## src/rtl/mc_ctrl_pkg.sv

```systemverilog
// mc_ctrl_pkg: shared encodings for the multicycle microcontrol sequencer.
//   - state_e     : FSM state numbering (also exported on the debug port)
//   - OP_* / FN_* : MIPS opcode and funct values understood by the sequencer
//   - ALU_*       : 3-bit ALU control codes
//   - SRCB_* / PCSRC_* : operand-B and PC-source mux encodings
//   - alu_cls_e   : which ALU decode rule applies in the current state
package mc_ctrl_pkg;

  typedef enum logic [3:0] {
    S_FETCH    = 4'd0,
    S_DECODE   = 4'd1,
    S_MEM_ADDR = 4'd2,
    S_MEM_RD   = 4'd3,
    S_MEM_WB   = 4'd4,
    S_MEM_WR   = 4'd5,
    S_R_EXE    = 4'd6,
    S_R_WB     = 4'd7,
    S_BRANCH   = 4'd8,
    S_JUMP     = 4'd9,
    S_I_EXE    = 4'd10,
    S_I_WB     = 4'd11
  } state_e;

  localparam logic [5:0] OP_RTYPE = 6'b000000;
  localparam logic [5:0] OP_LW    = 6'b100011;
  localparam logic [5:0] OP_SW    = 6'b101011;
  localparam logic [5:0] OP_BEQ   = 6'b000100;
  localparam logic [5:0] OP_BNE   = 6'b000101;
  localparam logic [5:0] OP_J     = 6'b000010;
  localparam logic [5:0] OP_ADDI  = 6'b001000;
  localparam logic [5:0] OP_ANDI  = 6'b001100;
  localparam logic [5:0] OP_ORI   = 6'b001101;
  localparam logic [5:0] OP_SLTI  = 6'b001010;

  localparam logic [5:0] FN_ADD = 6'b100000;
  localparam logic [5:0] FN_SUB = 6'b100010;
  localparam logic [5:0] FN_AND = 6'b100100;
  localparam logic [5:0] FN_OR  = 6'b100101;
  localparam logic [5:0] FN_NOR = 6'b100111;
  localparam logic [5:0] FN_SLT = 6'b101010;

  localparam logic [2:0] ALU_ADD = 3'b010;
  localparam logic [2:0] ALU_SUB = 3'b110;
  localparam logic [2:0] ALU_AND = 3'b000;
  localparam logic [2:0] ALU_OR  = 3'b001;
  localparam logic [2:0] ALU_NOR = 3'b011;
  localparam logic [2:0] ALU_SLT = 3'b111;

  localparam logic [1:0] SRCB_RT      = 2'b00;
  localparam logic [1:0] SRCB_FOUR    = 2'b01;
  localparam logic [1:0] SRCB_IMM     = 2'b10;
  localparam logic [1:0] SRCB_IMM_SH2 = 2'b11;

  localparam logic [1:0] PCSRC_ALU    = 2'b00;
  localparam logic [1:0] PCSRC_ALUOUT = 2'b01;
  localparam logic [1:0] PCSRC_JUMP   = 2'b10;

  // NONE means the ALU is idle in this state and its control code reads 000.
  typedef enum logic [2:0] {
    AC_NONE, AC_ADD, AC_SUB, AC_RTYPE, AC_ITYPE
  } alu_cls_e;

endpackage

```

## src/rtl/mc_ctrl_unit_alu_ctrl_dec.sv

```systemverilog
// alu_ctrl_dec: combinational ALU control decode.
//   i_cls        : decode rule selected by the FSM state
//   i_opcode     : IR[31:26] (I-type op select)
//   i_funct      : IR[5:0]   (R-type op select)
//   o_alu_ctl    : 3-bit ALU control
//   o_ext_zero   : zero-extend the immediate (andi/ori)
//   o_funct_ill  : R-type funct not recognised
module alu_ctrl_dec
  import mc_ctrl_pkg::*;
(
  input  alu_cls_e    i_cls,
  input  logic [5:0]  i_opcode,
  input  logic [5:0]  i_funct,
  output logic [2:0]  o_alu_ctl,
  output logic        o_ext_zero,
  output logic        o_funct_ill
);

  always_comb begin
    o_alu_ctl   = ALU_AND;
    o_ext_zero  = 1'b0;
    o_funct_ill = 1'b0;
    case (i_cls)
      AC_ADD: o_alu_ctl = ALU_ADD;
      AC_SUB: o_alu_ctl = ALU_SUB;
      AC_RTYPE: begin
        case (i_funct)
          FN_ADD:  o_alu_ctl = ALU_ADD;
          FN_SUB:  o_alu_ctl = ALU_SUB;
          FN_AND:  o_alu_ctl = ALU_AND;
          FN_OR:   o_alu_ctl = ALU_OR;
          FN_NOR:  o_alu_ctl = ALU_NOR;
          FN_SLT:  o_alu_ctl = ALU_SLT;
          // unknown funct still executes as an add so the datapath stays defined
          default: begin o_alu_ctl = ALU_ADD; o_funct_ill = 1'b1; end
        endcase
      end
      AC_ITYPE: begin
        case (i_opcode)
          OP_ANDI: begin o_alu_ctl = ALU_AND; o_ext_zero = 1'b1; end
          OP_ORI:  begin o_alu_ctl = ALU_OR;  o_ext_zero = 1'b1; end
          OP_SLTI: o_alu_ctl = ALU_SLT;
          default: o_alu_ctl = ALU_ADD;
        endcase
      end
      default: o_alu_ctl = ALU_AND;
    endcase
  end

endmodule

```

## src/rtl/mc_ctrl_unit.sv

```systemverilog
// mc_ctrl_unit: multicycle Moore microcontrol sequencer for a MIPS-subset
// datapath. Steps FETCH/DECODE/execute/memory/writeback and drives ALU
// control, operand selects and datapath strobes.
//   clk, rst_n (sync, active low), opcode, funct, alu_zf, mem_rdy : inputs
//   alu_control, alu_src_a, alu_src_b, pc_source, pc_en, iord, mem_read,
//   mem_write, ir_write, reg_write, reg_dst, mem_to_reg, ext_zero : datapath
//   illegal, mem_timeout (sticky), instr_cnt, state (debug)       : status
// Build option: MC_CTRL_BNE_EN enables bne (opcode 000101) via BRANCH.
module mc_ctrl_unit
  import mc_ctrl_pkg::*;
#(
  parameter int MEM_WAIT_MAX = 15
) (
  input  logic        clk,
  input  logic        rst_n,
  input  logic [5:0]  opcode,
  input  logic [5:0]  funct,
  input  logic        alu_zf,
  input  logic        mem_rdy,
  output logic [2:0]  alu_control,
  output logic        alu_src_a,
  output logic [1:0]  alu_src_b,
  output logic [1:0]  pc_source,
  output logic        pc_en,
  output logic        iord,
  output logic        mem_read,
  output logic        mem_write,
  output logic        ir_write,
  output logic        reg_write,
  output logic        reg_dst,
  output logic        mem_to_reg,
  output logic        ext_zero,
  output logic        illegal,
  output logic        mem_timeout,
  output logic [31:0] instr_cnt,
  output logic [3:0]  state
);

  localparam logic [3:0] WAIT_MAX = 4'(MEM_WAIT_MAX);

  state_e      r_state, w_next;
  logic [31:0] r_instr_cnt;
  logic [3:0]  r_wait;
  logic        r_illegal, r_timeout;

  alu_cls_e    w_cls;
  logic [2:0]  w_alu_ctl;
  logic        w_ext_zero, w_funct_ill;
  logic        w_retire, w_dec_ill, w_wait_st, w_wait_entry;

  alu_ctrl_dec u_dec (
    .i_cls       (w_cls),
    .i_opcode    (opcode),
    .i_funct     (funct),
    .o_alu_ctl   (w_alu_ctl),
    .o_ext_zero  (w_ext_zero),
    .o_funct_ill (w_funct_ill)
  );

  always_comb begin
    w_next = S_FETCH;
    case (r_state)
      S_FETCH:    w_next = mem_rdy ? S_DECODE : S_FETCH;
      S_DECODE: begin
        case (opcode)
          OP_RTYPE:                         w_next = S_R_EXE;
          OP_LW, OP_SW:                     w_next = S_MEM_ADDR;
          OP_BEQ:                           w_next = S_BRANCH;
`ifdef MC_CTRL_BNE_EN
          OP_BNE:                           w_next = S_BRANCH;
`endif
          OP_J:                             w_next = S_JUMP;
          OP_ADDI, OP_ANDI, OP_ORI, OP_SLTI: w_next = S_I_EXE;
          default:                          w_next = S_FETCH;
        endcase
      end
      S_MEM_ADDR: w_next = (opcode == OP_LW) ? S_MEM_RD : S_MEM_WR;
      S_MEM_RD:   w_next = mem_rdy ? S_MEM_WB : S_MEM_RD;
      S_MEM_WR:   w_next = mem_rdy ? S_FETCH : S_MEM_WR;
      S_R_EXE:    w_next = S_R_WB;
      S_I_EXE:    w_next = S_I_WB;
      default:    w_next = S_FETCH;
    endcase
  end

  // DECODE is the only state that can fall back to FETCH without retiring.
  assign w_dec_ill = (r_state == S_DECODE) && (w_next == S_FETCH);
  assign w_retire  = (w_next == S_FETCH) && (r_state != S_FETCH) && (r_state != S_DECODE);

  assign w_wait_st    = (r_state == S_FETCH) || (r_state == S_MEM_RD) || (r_state == S_MEM_WR);
  assign w_wait_entry = (w_next != r_state) &&
                        ((w_next == S_FETCH) || (w_next == S_MEM_RD) || (w_next == S_MEM_WR));

  always_ff @(posedge clk) begin
    if (!rst_n) begin
      r_state     <= S_FETCH;
      r_instr_cnt <= '0;
      r_wait      <= '0;
      r_illegal   <= 1'b0;
      r_timeout   <= 1'b0;
    end else begin
      r_state <= w_next;
      if (w_retire) r_instr_cnt <= r_instr_cnt + 32'd1;
      if (w_dec_ill || ((r_state == S_R_EXE) && w_funct_ill)) r_illegal <= 1'b1;
      if (w_wait_entry) begin
        r_wait <= '0;
      end else if (w_wait_st && !mem_rdy && (r_wait != WAIT_MAX)) begin
        r_wait <= r_wait + 4'd1;
        if (r_wait + 4'd1 == WAIT_MAX) r_timeout <= 1'b1;
      end
    end
  end

  // Moore decode; mem_rdy/alu_zf only qualify pc_en and ir_write.
  always_comb begin
    w_cls      = AC_NONE;
    alu_src_a  = 1'b0;
    alu_src_b  = SRCB_RT;
    pc_source  = PCSRC_ALU;
    pc_en      = 1'b0;
    iord       = 1'b0;
    mem_read   = 1'b0;
    mem_write  = 1'b0;
    ir_write   = 1'b0;
    reg_write  = 1'b0;
    reg_dst    = 1'b0;
    mem_to_reg = 1'b0;
    case (r_state)
      S_FETCH: begin
        mem_read  = 1'b1;
        alu_src_b = SRCB_FOUR;
        w_cls     = AC_ADD;
        ir_write  = mem_rdy;
        pc_en     = mem_rdy;
      end
      S_DECODE:   begin alu_src_b = SRCB_IMM_SH2; w_cls = AC_ADD; end
      S_MEM_ADDR: begin alu_src_a = 1'b1; alu_src_b = SRCB_IMM; w_cls = AC_ADD; end
      S_MEM_RD:   begin iord = 1'b1; mem_read = 1'b1; end
      S_MEM_WB:   begin reg_write = 1'b1; mem_to_reg = 1'b1; end
      S_MEM_WR:   begin iord = 1'b1; mem_write = 1'b1; end
      S_R_EXE:    begin alu_src_a = 1'b1; w_cls = AC_RTYPE; end
      S_R_WB:     begin reg_write = 1'b1; reg_dst = 1'b1; end
      S_BRANCH: begin
        alu_src_a = 1'b1;
        pc_source = PCSRC_ALUOUT;
        w_cls     = AC_SUB;
`ifdef MC_CTRL_BNE_EN
        pc_en     = (opcode == OP_BNE) ? ~alu_zf : alu_zf;
`else
        pc_en     = alu_zf;
`endif
      end
      S_JUMP:     begin pc_source = PCSRC_JUMP; pc_en = 1'b1; end
      S_I_EXE:    begin alu_src_a = 1'b1; alu_src_b = SRCB_IMM; w_cls = AC_ITYPE; end
      S_I_WB:     reg_write = 1'b1;
      default:    w_cls = AC_NONE;
    endcase
    if (!rst_n) begin
      alu_src_a  = 1'b0;
      alu_src_b  = '0;
      pc_source  = '0;
      pc_en      = 1'b0;
      iord       = 1'b0;
      mem_read   = 1'b0;
      mem_write  = 1'b0;
      ir_write   = 1'b0;
      reg_write  = 1'b0;
      reg_dst    = 1'b0;
      mem_to_reg = 1'b0;
    end
  end

  assign alu_control = rst_n ? w_alu_ctl  : 3'b000;
  assign ext_zero    = rst_n ? w_ext_zero : 1'b0;

  assign illegal     = r_illegal;
  assign mem_timeout = r_timeout;
  assign instr_cnt   = r_instr_cnt;
  assign state       = r_state;

endmodule
```

## config.mk

```make
export PLATFORM = sky130hd
export DESIGN_NAME = mc_ctrl_unit
export DESIGN_NICKNAME = d
export VERILOG_FILES = /design/src/rtl/mc_ctrl_pkg.sv /design/src/rtl/mc_ctrl_unit_alu_ctrl_dec.sv /design/src/rtl/mc_ctrl_unit.sv
export SDC_FILE = /design/constraint.sdc
export NUM_CORES = 1
export LEC_CHECK = 0
export CAP_MARGIN = 20
export CORE_ASPECT_RATIO = 0.6
export CORE_MARGIN = 2
export CORE_UTILIZATION = 45
export DETAILED_ROUTE_END_ITERATION = 16
export PLACE_DENSITY = 0.73
export SETUP_SLACK_MARGIN = 0.05
export SLEW_MARGIN = 20
export SYNTH_ARGS = -nofsm -noshare
export SYNTH_HDL_FRONTEND = slang
export SYNTH_SLANG_ARGS = --single-unit
```

## constraint.sdc

```tcl
create_clock -name clk -period 4 [get_ports clk]
set_input_delay 0.8 -clock clk [delete_from_list [all_inputs] [get_ports clk]]
set_output_delay 0.8 -clock clk [all_outputs]
set_load 0.01 [all_outputs]
```

==> impl_metrics.json, run 1 <==
{
  "initial_core_util_pct": 47.5,
  "min_period_over_period_pct": 91.4,
  "tightest_slew_ps": 877,
  "nets": 446,
  "drt_pass1_iterations": 5,
  "die-area_sq_um": 6650,
  "gp_congestion": 0.898,
  "setup_viol": 0,
  "grt_pass1_vias": 2438,
  "crit_chain": "clkdlybuf4s50_1 -> buf_4 -> nand2_1 -> nor4_2 -> o22ai_1 -> a21oi_1 -> nor2_1 -> nor3_1 -> nor2_1 -> clkdlybuf4s50_1",
  "cts-root-buf": "clkbuf_8",
  "coreArea_sq_um": 5680,
  "holdPathStages": 2,
  "power_uw": 901,
  "hold_start": "mem_timeout",
  "clockBufferDepth": 2,
  "min_path_type": "flip-flop to flip-flop",
  "cts_made_buffers": 5,
  "maxCapViolations": 0,
  "rsz0062_at_grt": "no",
  "io_pins": 71,
  "grtUsageTotal_pct": 22.6,
  "relSlewSlack_pct": 41.0,
  "first_iter_violations": 208,
  "r2r-start": "state[0]",
  "startpoint": "opcode[2]",
  "switching_share_pct": 24.5,
  "end_kind": "output port",
  "combPwrFrac_pct": 13.4,
  "worstSetupPathType": "primary input to output port",
  "run_status": "finished clean",
  "reg2reg_depth": 7,
  "worstPathArrival_ps": 2850,
  "synth-async-reset-ratio_pct": 0,
  "cts_tree": "built",
  "ys_ff_latch": 42,
  "p_switching_uw": 220,
  "cpMaxStageDelayCell": "clkdlybuf4s50_1",
  "synth_nets": 377,
  "antenna_found_initial": 0,
  "tns_ps": 0,
  "slew_violations": 0,
  "p_int_uw": 680,
  "hold_ws_ps": 479,
  "viasPerCell": 5.68,
  "drive_gt1_share_pct": 7.49,
  "pwr-share-clk_pct": 38.3,
  "leakagePower_uw": 0.00125,
  "synth.distinct_cells": 54,
  "synth_cells": 358,
  "htreeDepth": 2,
  "cts_hold_buf": 0,
  "synth_area_per_cell_sq_um": 7.53,
  "die_h_microns": 64.0,
  "crit_fanout": 8,
  "io_buffers": 70,
  "r2r_slack_ps": 810,
  "hpwl_microns": 5680,
  "overflow": 0,
  "ir_worst_vdd_mv": 0.130,
  "ys_warn_count": 0,
  "cts.sinks": 42,
  "syn_area_sq_um": 2700,
  "synth-seq-area-share_pct": 31.2,
  "rr_endpoint": "instr_cnt[16]",
  "fin_crit_ps": 3650,
  "synth_edf_count": 0,
  "grt_max_degree": 26,
  "grt_pass1_wl_microns": 12300,
  "wire_per_inst_microns": 14.9,
  "finalHoldViolCount": 0,
  "fmax_mhz": 274,
  "area_delta_synth_final_pct": 34.6,
  "drtAntennaViolNets": 0,
  "drcViolationCount": 0,
  "synth_ff_type": "dfxtp_1",
  "fp.dieW_microns": 104,
  "clock_latency_ps": 300,
  "power_frac_seq_pct": 48.4,
  "worst_hold_path.endpoint": "mem_timeout",
  "vias": 2878,
  "clk_pin_slew_worst_paths_ps": 80,
  "slowest_delay_ps": 490,
  "worstSetupStartpointType": "primary input",
  "skew_ps": 11.8,
  "diodes": 0,
  "required_ps": 3200,
  "num_rows": 21,
  "cellPowerDensity_nw_per_um2": 248,
  "wirelength_microns": 7550
}
## synthesized netlist by cell type, drive strengths merged, types with 2 or more instances
| master | n | area [sq um] |
|---|---|---|
| o22ai | 2 | 12.5 |
| a31oi | 3 | 18.8 |
| nand2 | 25 | 93.8 |
| nor4b | 3 | 26.3 |
| o31ai | 12 | 90.1 |
| inv | 11 | 41.3 |
| nor2b | 4 | 25.0 |
| xor2 | 13 | 114 |
| nand4 | 12 | 75.1 |
| and2 | 5 | 31.3 |
| o31a | 2 | 17.5 |
| clkbuf | 19 | 71.3 |
| a211oi | 6 | 45.0 |
| nor4 | 7 | 58.8 |
| ha | 3 | 37.5 |
| nand3 | 16 | 85.1 |
| or3 | 8 | 55.1 |
| nor2 | 46 | 173 |
| nand2b | 10 | 62.6 |
| o21ai | 11 | 55.1 |
| or4 | 13 | 97.6 |
| nor3 | 10 | 50.1 |
| or4b | 2 | 20.0 |
| mux2i | 3 | 30.0 |
| dfxtp | 42 | 841 |
| a21oi | 28 | 140 |
| nand4b | 2 | 17.5 |
| o21bai | 2 | 15.0 |
| or2 | 6 | 37.5 |
| buf | 3 | 21.3 |
| xnor2 | 3 | 26.3 |
| nor3b | 3 | 22.5 |
| and4 | 2 | 17.5 |
| and3 | 6 | 37.5 |
## routing by layer
layer  vias to the layer above  share of wire [%]  track usage, %
met5                         -                  0               0
met4                         0               0.33            3.55
met3                         3                6.3            4.39
met2                        95                 39            30.6
met1                      1321                 54            36.6
li1                       1459                  -               -
## worst max-delay path: cells and delay by family
family | cells | cell delay, ps
AND/OR/NAND/NOR | 5 | 660
AO/OA/AOI/OAI | 2 | 290
buffers and inverters | 3 | 1120
## stage by stage
stage | utilization [%] | std cells | setup WS (ps) | instance area (sq um)
finish | 63.9 | 507 | 345 | 3630
global route | 63.9 | 507 | 131 | 3630
CTS | 63.8 | 507 | 221 | 3620
detailed placement | 61.8 | 500 | 190 | 3510
global placement | 61.8 | 500 | 195 | 3510
floorplan | - | 358 | 677 | 2700
## logic make-up after synthesis
logic type | after synthesis | synth area share (%)
buf+inv | 33 | 4.97
compound gates | 77 | 18.2
fa+ha+maj | 3 | 1.39
simple gates | 184 | 38.0
flops | 42 | 31.2
xor+xnor | 16 | 5.20
mux | 3 | 1.11
## flip-flops by register name (all words and copies together) (netlist names)
signal       flops
illegal          1
instr_cnt       32
mem_timeout      1
r_wait           4
state            4
## worst max path at each step
stage | endpoint | slack, ps
floorplan | instr_cnt[14] | 680
global placement | alu_control[1] | 190
detailed placement | instr_cnt[9] | 190
CTS | alu_control[1] | 220
global route | alu_control[1] | 130
finish | alu_control[1] | 350
## final cells by class
| class | instances | area (sq um) |
|---|---|---|
| Fill cell | 530 | 2050 |
| Clock inverter | 1 | 30.0 |
| Tap cell | 80 | 100 |
| Sequential cell | 42 | 841 |
| Timing Repair Buffer | 84 | 806 |
| Multi-Input combinational cell | 283 | 1730 |
| Clock buffer | 6 | 82.6 |
| Inverter | 11 | 41.3 |
## layout by cell type (no fill, tap or decap), types with 4 or more instances in the layout
cell / synthesis / routed
clkdlybuf4s50_1: 0 / 70
nor2_1: 46 / 46
dfxtp_1: 42 / 42
a21oi_1: 28 / 28
nand2_1: 25 / 25
nand3_1: 15 / 15
buf_4: 0 / 14
xor2_1: 13 / 13
or4_1: 13 / 13
nand4_1: 12 / 12
o31ai_1: 12 / 12
inv_1: 11 / 11
o21ai_0: 11 / 11
nor3_1: 10 / 10
nand2b_1: 10 / 10
or3_1: 7 / 7
or2_2: 6 / 6
a211oi_1: 6 / 6
and3_1: 6 / 6
clkbuf_8: 0 / 6
and2_1: 5 / 5
nor4_1: 6 / 5
nor2b_1: 4 / 4
## power groups by stage
stage,registers [uW],logic [uW],clock network [uW]
floorplan,440,67.2,0
global placement,445,117,0
detailed placement,445,118,0
CTS,435,119,354
global route,437,132,369
finish,436,120,345
## what timing repair did
item,4_1_cts,5_1_grt
buffers inserted,0,0
resized for setup,0,1
setup endpoints to repair,0,1
No activity file was read; power rests on OpenSTA's default activity.
==> run 2: changes to the inputs <==
--- a/config.mk
+++ b/config.mk
@@ -16,3 +16,4 @@
 export SYNTH_ARGS = -nofsm -noshare
 export SYNTH_HDL_FRONTEND = slang
 export SYNTH_SLANG_ARGS = --single-unit
+export TNS_END_PERCENT = 5
==> results of run 2 <==
Final layout, timing and power as in run 1 (identical DEF).
